==> config.mk <==
export PLATFORM = sky130hd
export DESIGN_NAME = uart_tx_arbiter
export DESIGN_NICKNAME = d
export VERILOG_FILES = /design/src/rtl/uart_tx_arbiter_pkg.sv /design/src/rtl/rr_priority_picker.sv /design/src/rtl/uart_tx_arbiter.sv
export SDC_FILE = /design/constraint.sdc
export NUM_CORES = 1
export LEC_CHECK = 0
export CAP_MARGIN = 10
export CORE_MARGIN = 3
export CORE_UTILIZATION = 38
export CTS_CLUSTER_DIAMETER = 120
export CTS_CLUSTER_SIZE = 16
export DETAILED_ROUTE_END_ITERATION = 7
export PLACE_DENSITY = 0.76
export SYNTH_ARGS = -nofsm -noshare
export SYNTH_HDL_FRONTEND = slang
export SYNTH_SLANG_ARGS = --single-unit
==> constraint.sdc <==
create_clock -name clock_i -period 1.9 [get_ports clock_i]
set_clock_uncertainty 0.15 [all_clocks]
set_input_delay 0.285 -clock clock_i [delete_from_list [all_inputs] [get_ports clock_i]]
set_output_delay 0.285 -clock clock_i [all_outputs]
set_load 0.05 [all_outputs]
==> src/rtl/uart_tx_arbiter_pkg.sv <==
// Shared state encoding and sizing helpers for the UART transmit arbiter.
package uart_tx_arbiter_pkg;

  typedef enum logic {
    IDLE  = 1'b0,
    GRANT = 1'b1
  } state_t;

  localparam int DATA_WIDTH_DEFAULT = 8;

  // Counter width able to hold 0..max_val; never narrower than one bit.
  function automatic int cnt_width(input int max_val);
    int w;
    w = $clog2(max_val + 1);
    return (w < 1) ? 1 : w;
  endfunction

endpackage

==> src/rtl/rr_priority_picker.sv <==
// Round-robin priority picker: one-hot first request at or above i_ptr, with wrap.
// Purely combinational, no backpressure; o_valid flags that any request is present.
module rr_priority_picker #(
  parameter int N  = 4,
  parameter int PW = (N > 1) ? $clog2(N) : 1
) (
  input  logic [N-1:0]  i_req,
  input  logic [PW-1:0] i_ptr,
  output logic [N-1:0]  o_pick,
  output logic          o_valid
);

  logic [2*N-1:0] w_rot_full;
  logic [N-1:0]   w_rot;
  logic [PW-1:0]  w_off;
  logic [PW:0]    w_sum;
  logic [PW-1:0]  w_idx;

  // Rotating the doubled vector puts i_ptr at bit 0, so the lowest set bit wins.
  assign w_rot_full = {i_req, i_req} >> i_ptr;
  assign w_rot      = w_rot_full[N-1:0];

  always_comb begin
    w_off = '0;
    for (int k = N - 1; k >= 0; k--) begin
      if (w_rot[k]) w_off = PW'(k);
    end
  end

  assign w_sum   = {1'b0, i_ptr} + {1'b0, w_off};
  assign w_idx   = (w_sum >= (PW + 1)'(N)) ? PW'(w_sum - (PW + 1)'(N)) : w_sum[PW-1:0];
  assign o_valid = |i_req;
  assign o_pick  = o_valid ? (N'(1) << w_idx) : '0;

endmodule

==> src/rtl/uart_tx_arbiter.sv <==
// Shares one UART transmitter among byte-stream clients, round-robin at message boundaries.
// One cycle accept->write; accepts stall while the transmitter buffer is full or a write is in flight.
module uart_tx_arbiter
  import uart_tx_arbiter_pkg::*;
#(
  parameter int NUM_REQUESTERS = 4,
  parameter int DATA_WIDTH     = DATA_WIDTH_DEFAULT,
  parameter int MAX_BURST      = 16
) (
  input  logic                                 clock_i,
  input  logic                                 reset_n_i,
  input  logic [NUM_REQUESTERS-1:0]            req_valid_i,
  input  logic [NUM_REQUESTERS*DATA_WIDTH-1:0] req_data_i,
  input  logic [NUM_REQUESTERS-1:0]            req_last_i,
  output logic [NUM_REQUESTERS-1:0]            req_ready_o,
  output logic [NUM_REQUESTERS-1:0]            grant_o,
  output logic [DATA_WIDTH-1:0]                tx_data_o,
  output logic                                 tx_write_o,
  input  logic                                 tx_buffer_full_i,
  output logic                                 busy_o
);

  localparam int PW = (NUM_REQUESTERS > 1) ? $clog2(NUM_REQUESTERS) : 1;
  localparam int CW = cnt_width(MAX_BURST);
  localparam logic [CW-1:0] BURST_LAST = (MAX_BURST == 0) ? '0 : CW'(MAX_BURST - 1);

  state_t                    r_state;
  logic [NUM_REQUESTERS-1:0] r_grant;
  logic [PW-1:0]             r_owner;
  logic [PW-1:0]             r_rr_ptr;
  logic [CW-1:0]             r_burst_cnt;
  logic [DATA_WIDTH-1:0]     r_tx_data;
  logic                      r_tx_write;
  logic                      r_busy;

  logic [NUM_REQUESTERS-1:0] w_pick;
  logic                      w_pick_vld;
  logic [PW-1:0]             w_pick_idx;
  logic                      w_accept;
  logic                      w_release;
  logic [PW-1:0]             w_next_ptr;
  logic [DATA_WIDTH-1:0]     w_owner_data;

  rr_priority_picker #(
    .N  (NUM_REQUESTERS),
    .PW (PW)
  ) u_picker (
    .i_req   (req_valid_i),
    .i_ptr   (r_rr_ptr),
    .o_pick  (w_pick),
    .o_valid (w_pick_vld)
  );

  always_comb begin
    w_pick_idx = '0;
    for (int i = 0; i < NUM_REQUESTERS; i++) begin
      if (w_pick[i]) w_pick_idx = PW'(i);
    end
  end

  // Blocking on r_tx_write gives the buffer-full flag a cycle to catch up with the last write.
  assign w_accept     = (r_state == GRANT) && req_valid_i[r_owner] && !tx_buffer_full_i && !r_tx_write;
  assign w_release    = req_last_i[r_owner] || ((MAX_BURST != 0) && (r_burst_cnt == BURST_LAST));
  assign w_next_ptr   = (r_owner == PW'(NUM_REQUESTERS - 1)) ? '0 : r_owner + 1'b1;
  assign w_owner_data = req_data_i[r_owner*DATA_WIDTH +: DATA_WIDTH];

  always_ff @(posedge clock_i) begin
    if (!reset_n_i) begin
      r_state     <= IDLE;
      r_grant     <= '0;
      r_owner     <= '0;
      r_rr_ptr    <= '0;
      r_burst_cnt <= '0;
      r_tx_data   <= '0;
      r_tx_write  <= 1'b0;
      r_busy      <= 1'b0;
    end else begin
      r_tx_write <= 1'b0;
      case (r_state)
        IDLE: begin
          if (w_pick_vld) begin
            r_state     <= GRANT;
            r_grant     <= w_pick;
            r_owner     <= w_pick_idx;
            r_burst_cnt <= '0;
            r_busy      <= 1'b1;
          end
        end
        GRANT: begin
          if (w_accept) begin
            r_tx_data   <= w_owner_data;
            r_tx_write  <= 1'b1;
            r_burst_cnt <= r_burst_cnt + 1'b1;
            if (w_release) begin
              r_state  <= IDLE;
              r_grant  <= '0;
              r_busy   <= 1'b0;
              r_rr_ptr <= w_next_ptr;
            end
          end
        end
        default: r_state <= IDLE;
      endcase
    end
  end

  assign req_ready_o = w_accept ? r_grant : '0;
  assign grant_o     = r_grant;
  assign tx_data_o   = r_tx_data;
  assign tx_write_o  = r_tx_write;
  assign busy_o      = r_busy;

endmodule

==> metrics, run 1 <==
outcome=finished, violations left; failing checks=negative setup slack; simple-gate share of the synthesized area=~22%; initial antenna violation count=0; worst-path fanout max=5; final setup violation count=22; Int Power=slightly below 1 mW; Setup WS pre-CTS=-575 ps; combinational group share of total power=approximately 34%; Reg2Reg Depth=8; critical path's slowest cell=mux4_2; standard-cell row count=21; HPWL Detailed=about 3200 µm; adder-cell share of the synthesized area=about 3.6%; Min Hold Slack=about 310 ps; worst hold path endpoint=tx_data_o[7]; first-pass GRT wire length=roughly 6600 µm; gr usage total=~20%; Antenna Cells=0; final instance area=between 2000 and 2500 µm²; min Tclk post-route=just over 2000 ps; commonest non-fill, non-tap cell in the layout=buf_4; Worst Slack Setup Final=-157 ps; layout cell share with drive strength beyond 1=between 40% and 50%; via count=1423; Slew HR=79.5%; number of port buffers=60; PwrDens=about 570 nW/µm²; Clock Tree Root=clkbuf_8; GRT overflow=0; clk sink count=24; largest net degree at the start of global routing=14; Max stage delay on crit path=510 ps; number of hold buffers added after cts=0; # Max-Cap Violations=0; most frequent cells in the layout=buf_4 (39), clkdlybuf4s50_1 (38), dfxtp_1 (22), nand2_1 (17), nor2_1 (14); Syn. warnings=0; CTS tree=built; Final #Nets=between 200 and 300; Area growth, synth to finish=70.9%; total wire length=between 4000 and 5000 µm; multiplexer share of the synthesized area=about 17%; area of the die=approximately 4500 µm²; Starting Density=40.9%; clock power share=25.3%; R2R Setup Slk=-130 ps; Initial DRC Count=87; Worst EP arrival=between 1500 and 2000 ps; fmax=slightly below 0.5 GHz; Crit Reg-Reg Endpoint=r_burst_cnt[3]; post-synthesis xor/xnor area fraction=about 2.5%; H-tree Lvls=1; Pleak=0.976 nW; maximum VDD drop=0.413 mV; post-route ant nets=0; Cell variety after synth=36; drt pass-1 iters=4; synthesized area=1410 µm²; DRC viols=0; die height=about 67 µm; Slew Limit Fails=0; synthesized area per cell=9.39 µm²; Seq cells post-synth=24; routed length per instance=14.7 µm; ys async rst share=0%; Sw Pwr=slightly below 0.4 mW; Placer Congestion=between 0.7 and 0.8; sequential fraction of the synthesis area=between 30% and 40%; Flop pwr share=40.4%; TritonCTS Buffers=3; largest family of logic cells by synthesized area=simple AND/OR/NAND/NOR gates; fin crit share=108%; Tightest Pin Transition=approximately 310 ps; fin util=between 60% and 70%; cell count after synthesis=150; Core ar.=3440 µm²; RR Startpoint=r_owner[1]; clock transition at the registers of the reported paths=80 ps; fraction of the mapped netlist area in compound gates=between 10% and 20%; Hold Violations, Final=0; Post-DP Area=between 2000 and 2500 µm²; crit-path cells=mux4_2 -> and3_4 -> and2_4 -> buf_12; die span in x=66.9 µm; Hold Crit Start=tx_data_o[7]; Via density=5.08; WHS Path Cells=2; Syn Nets=197; Hold Crit Class=register to register; Net Sw Frac=approximately 29%; WP data required=1460 ps; CP Class=register to primary output; Layout fillers=between 200 and 300; number of flops mapped to enable cells by yosys=0; Top FF cell, synth=dfxtp_1; Worst Setup End Kind=primary output; power consumption=around 1.4 mW; I/O pins=61; Worst setup SP type=register; RSZ-0062 raised after global routing=yes; vias in the first global route=between 1000 and 1500; clock tree buffer depth=2; Clock Latency Late Sink=between 200 and 300 ps
==> per-layer routing <==
layer,global-route usage [%],wire [µm],vias up
li1,-,-,700
met1,23.5,1660,689
met2,34.7,2280,28
met3,4.22,122,6
met4,5.57,68,0
met5,0,0,-
==> worst max-delay path: cells and delay by family, from the launching register on <==
| kind | cells | cell delay, ps |
|---|---|---|
| and+or+nand+nor | 2 | 370 |
| buffers and inverters | 1 | 140 |
| DFF | 1 | 340 |
| muxes | 1 | 510 |
==> cell usage after synthesis (all sizes together), types with 3 or more instances <==
library cell / count / area share, %
a21oi: 3 / 1.1
mux4: 10 / 16
nand2: 26 / 6.9
o21ai: 5 / 2.6
buf: 8 / 4.6
nor2: 14 / 3.7
inv: 4 / 1.1
and3: 3 / 1.3
ha: 4 / 3.6
a21boi: 11 / 5.9
nand3: 4 / 1.4
dfxtp: 24 / 34
and2: 8 / 3.6
==> power by group through the flow <==
| stage | Clock (mW) | Sequential [mW] | Combinational [mW] |
|---|---|---|---|
| after floorplan | 0 | 0.621 | 0.186 |
| after global placement | 0 | 0.562 | 0.418 |
| after detailed placement | 0 | 0.563 | 0.429 |
| after CTS | 0.351 | 0.551 | 0.454 |
| after global routing | 0.374 | 0.555 | 0.503 |
| final | 0.345 | 0.551 | 0.470 |
==> worst max-delay path by stage <==
| stage | startpoint | slack [ps] | endpoint | depth (start not counted) |
|---|---|---|---|---|
| final | r_owner[1] | -160 | req_ready_o[3] | 4 |
| after global routing | r_owner[1] | -210 | req_ready_o[2] | 4 |
| after CTS | r_owner[1] | -160 | req_ready_o[3] | 4 |
| after detailed placement | req_valid_i[0] | -570 | grant_o[0] | 7 |
| after global placement | req_valid_i[0] | -530 | grant_o[0] | 7 |
| after floorplan | req_valid_i[2] | -60 | grant_o[0] | 7 |
==> cell families after synthesis <==
kind of cell / after synthesis
simple gates: 65
compound gates: 28
flops: 24
buf+inv: 14
mux: 11
xor+xnor: 4
fa+ha+maj: 4
==> area by class of cell <==
| class | instances | area [µm²] | share of cell area [%] |
|---|---|---|---|
| well taps | 46 | 57.6 | 2.39 |
| repair buffers | 90 | 857 | 35.6 |
| flip-flops and latches | 24 | 485 | 20.2 |
| inverters | 4 | 15.0 | 0.624 |
| multi-input cells | 112 | 937 | 38.9 |
| clock buffers | 4 | 55.1 | 2.29 |
==> flip-flops by register name, summed over array words and instances, names as in the netlist <==
signal / flops
grant_o: 4
r_burst_cnt: 5
tx_data_o: 8
tx_write_o: 1
busy_o: 1
r_state: 1
r_rr_ptr: 2
r_owner: 2
==> what timing repair did <==
action / CTS / global route
gates resized for setup: 19 / 20
gates cloned: 0 / 0
pin swaps: 9 / 5
endpoints found under the setup margin: 25 / 26
buffers inserted: 5 / 1
==> metrics by stage <==
stage          setup TNS (ps)  cells
2_1_floorplan            -259    150
3_3_place_gp            -9380    270
3_5_place_dp           -10520    270
4_1_cts                 -1130    279
5_1_grt                 -2830    280
6_report                -1330    280
(Power assumes the default switching activity.)
==> inputs of run 2 (changes only) <==
Settings changed: ABC_CLOCK_PERIOD_IN_PS set to 1900.
==> results of run 2 <==
The final DEF is identical to that of run 1; final timing and power are the same.
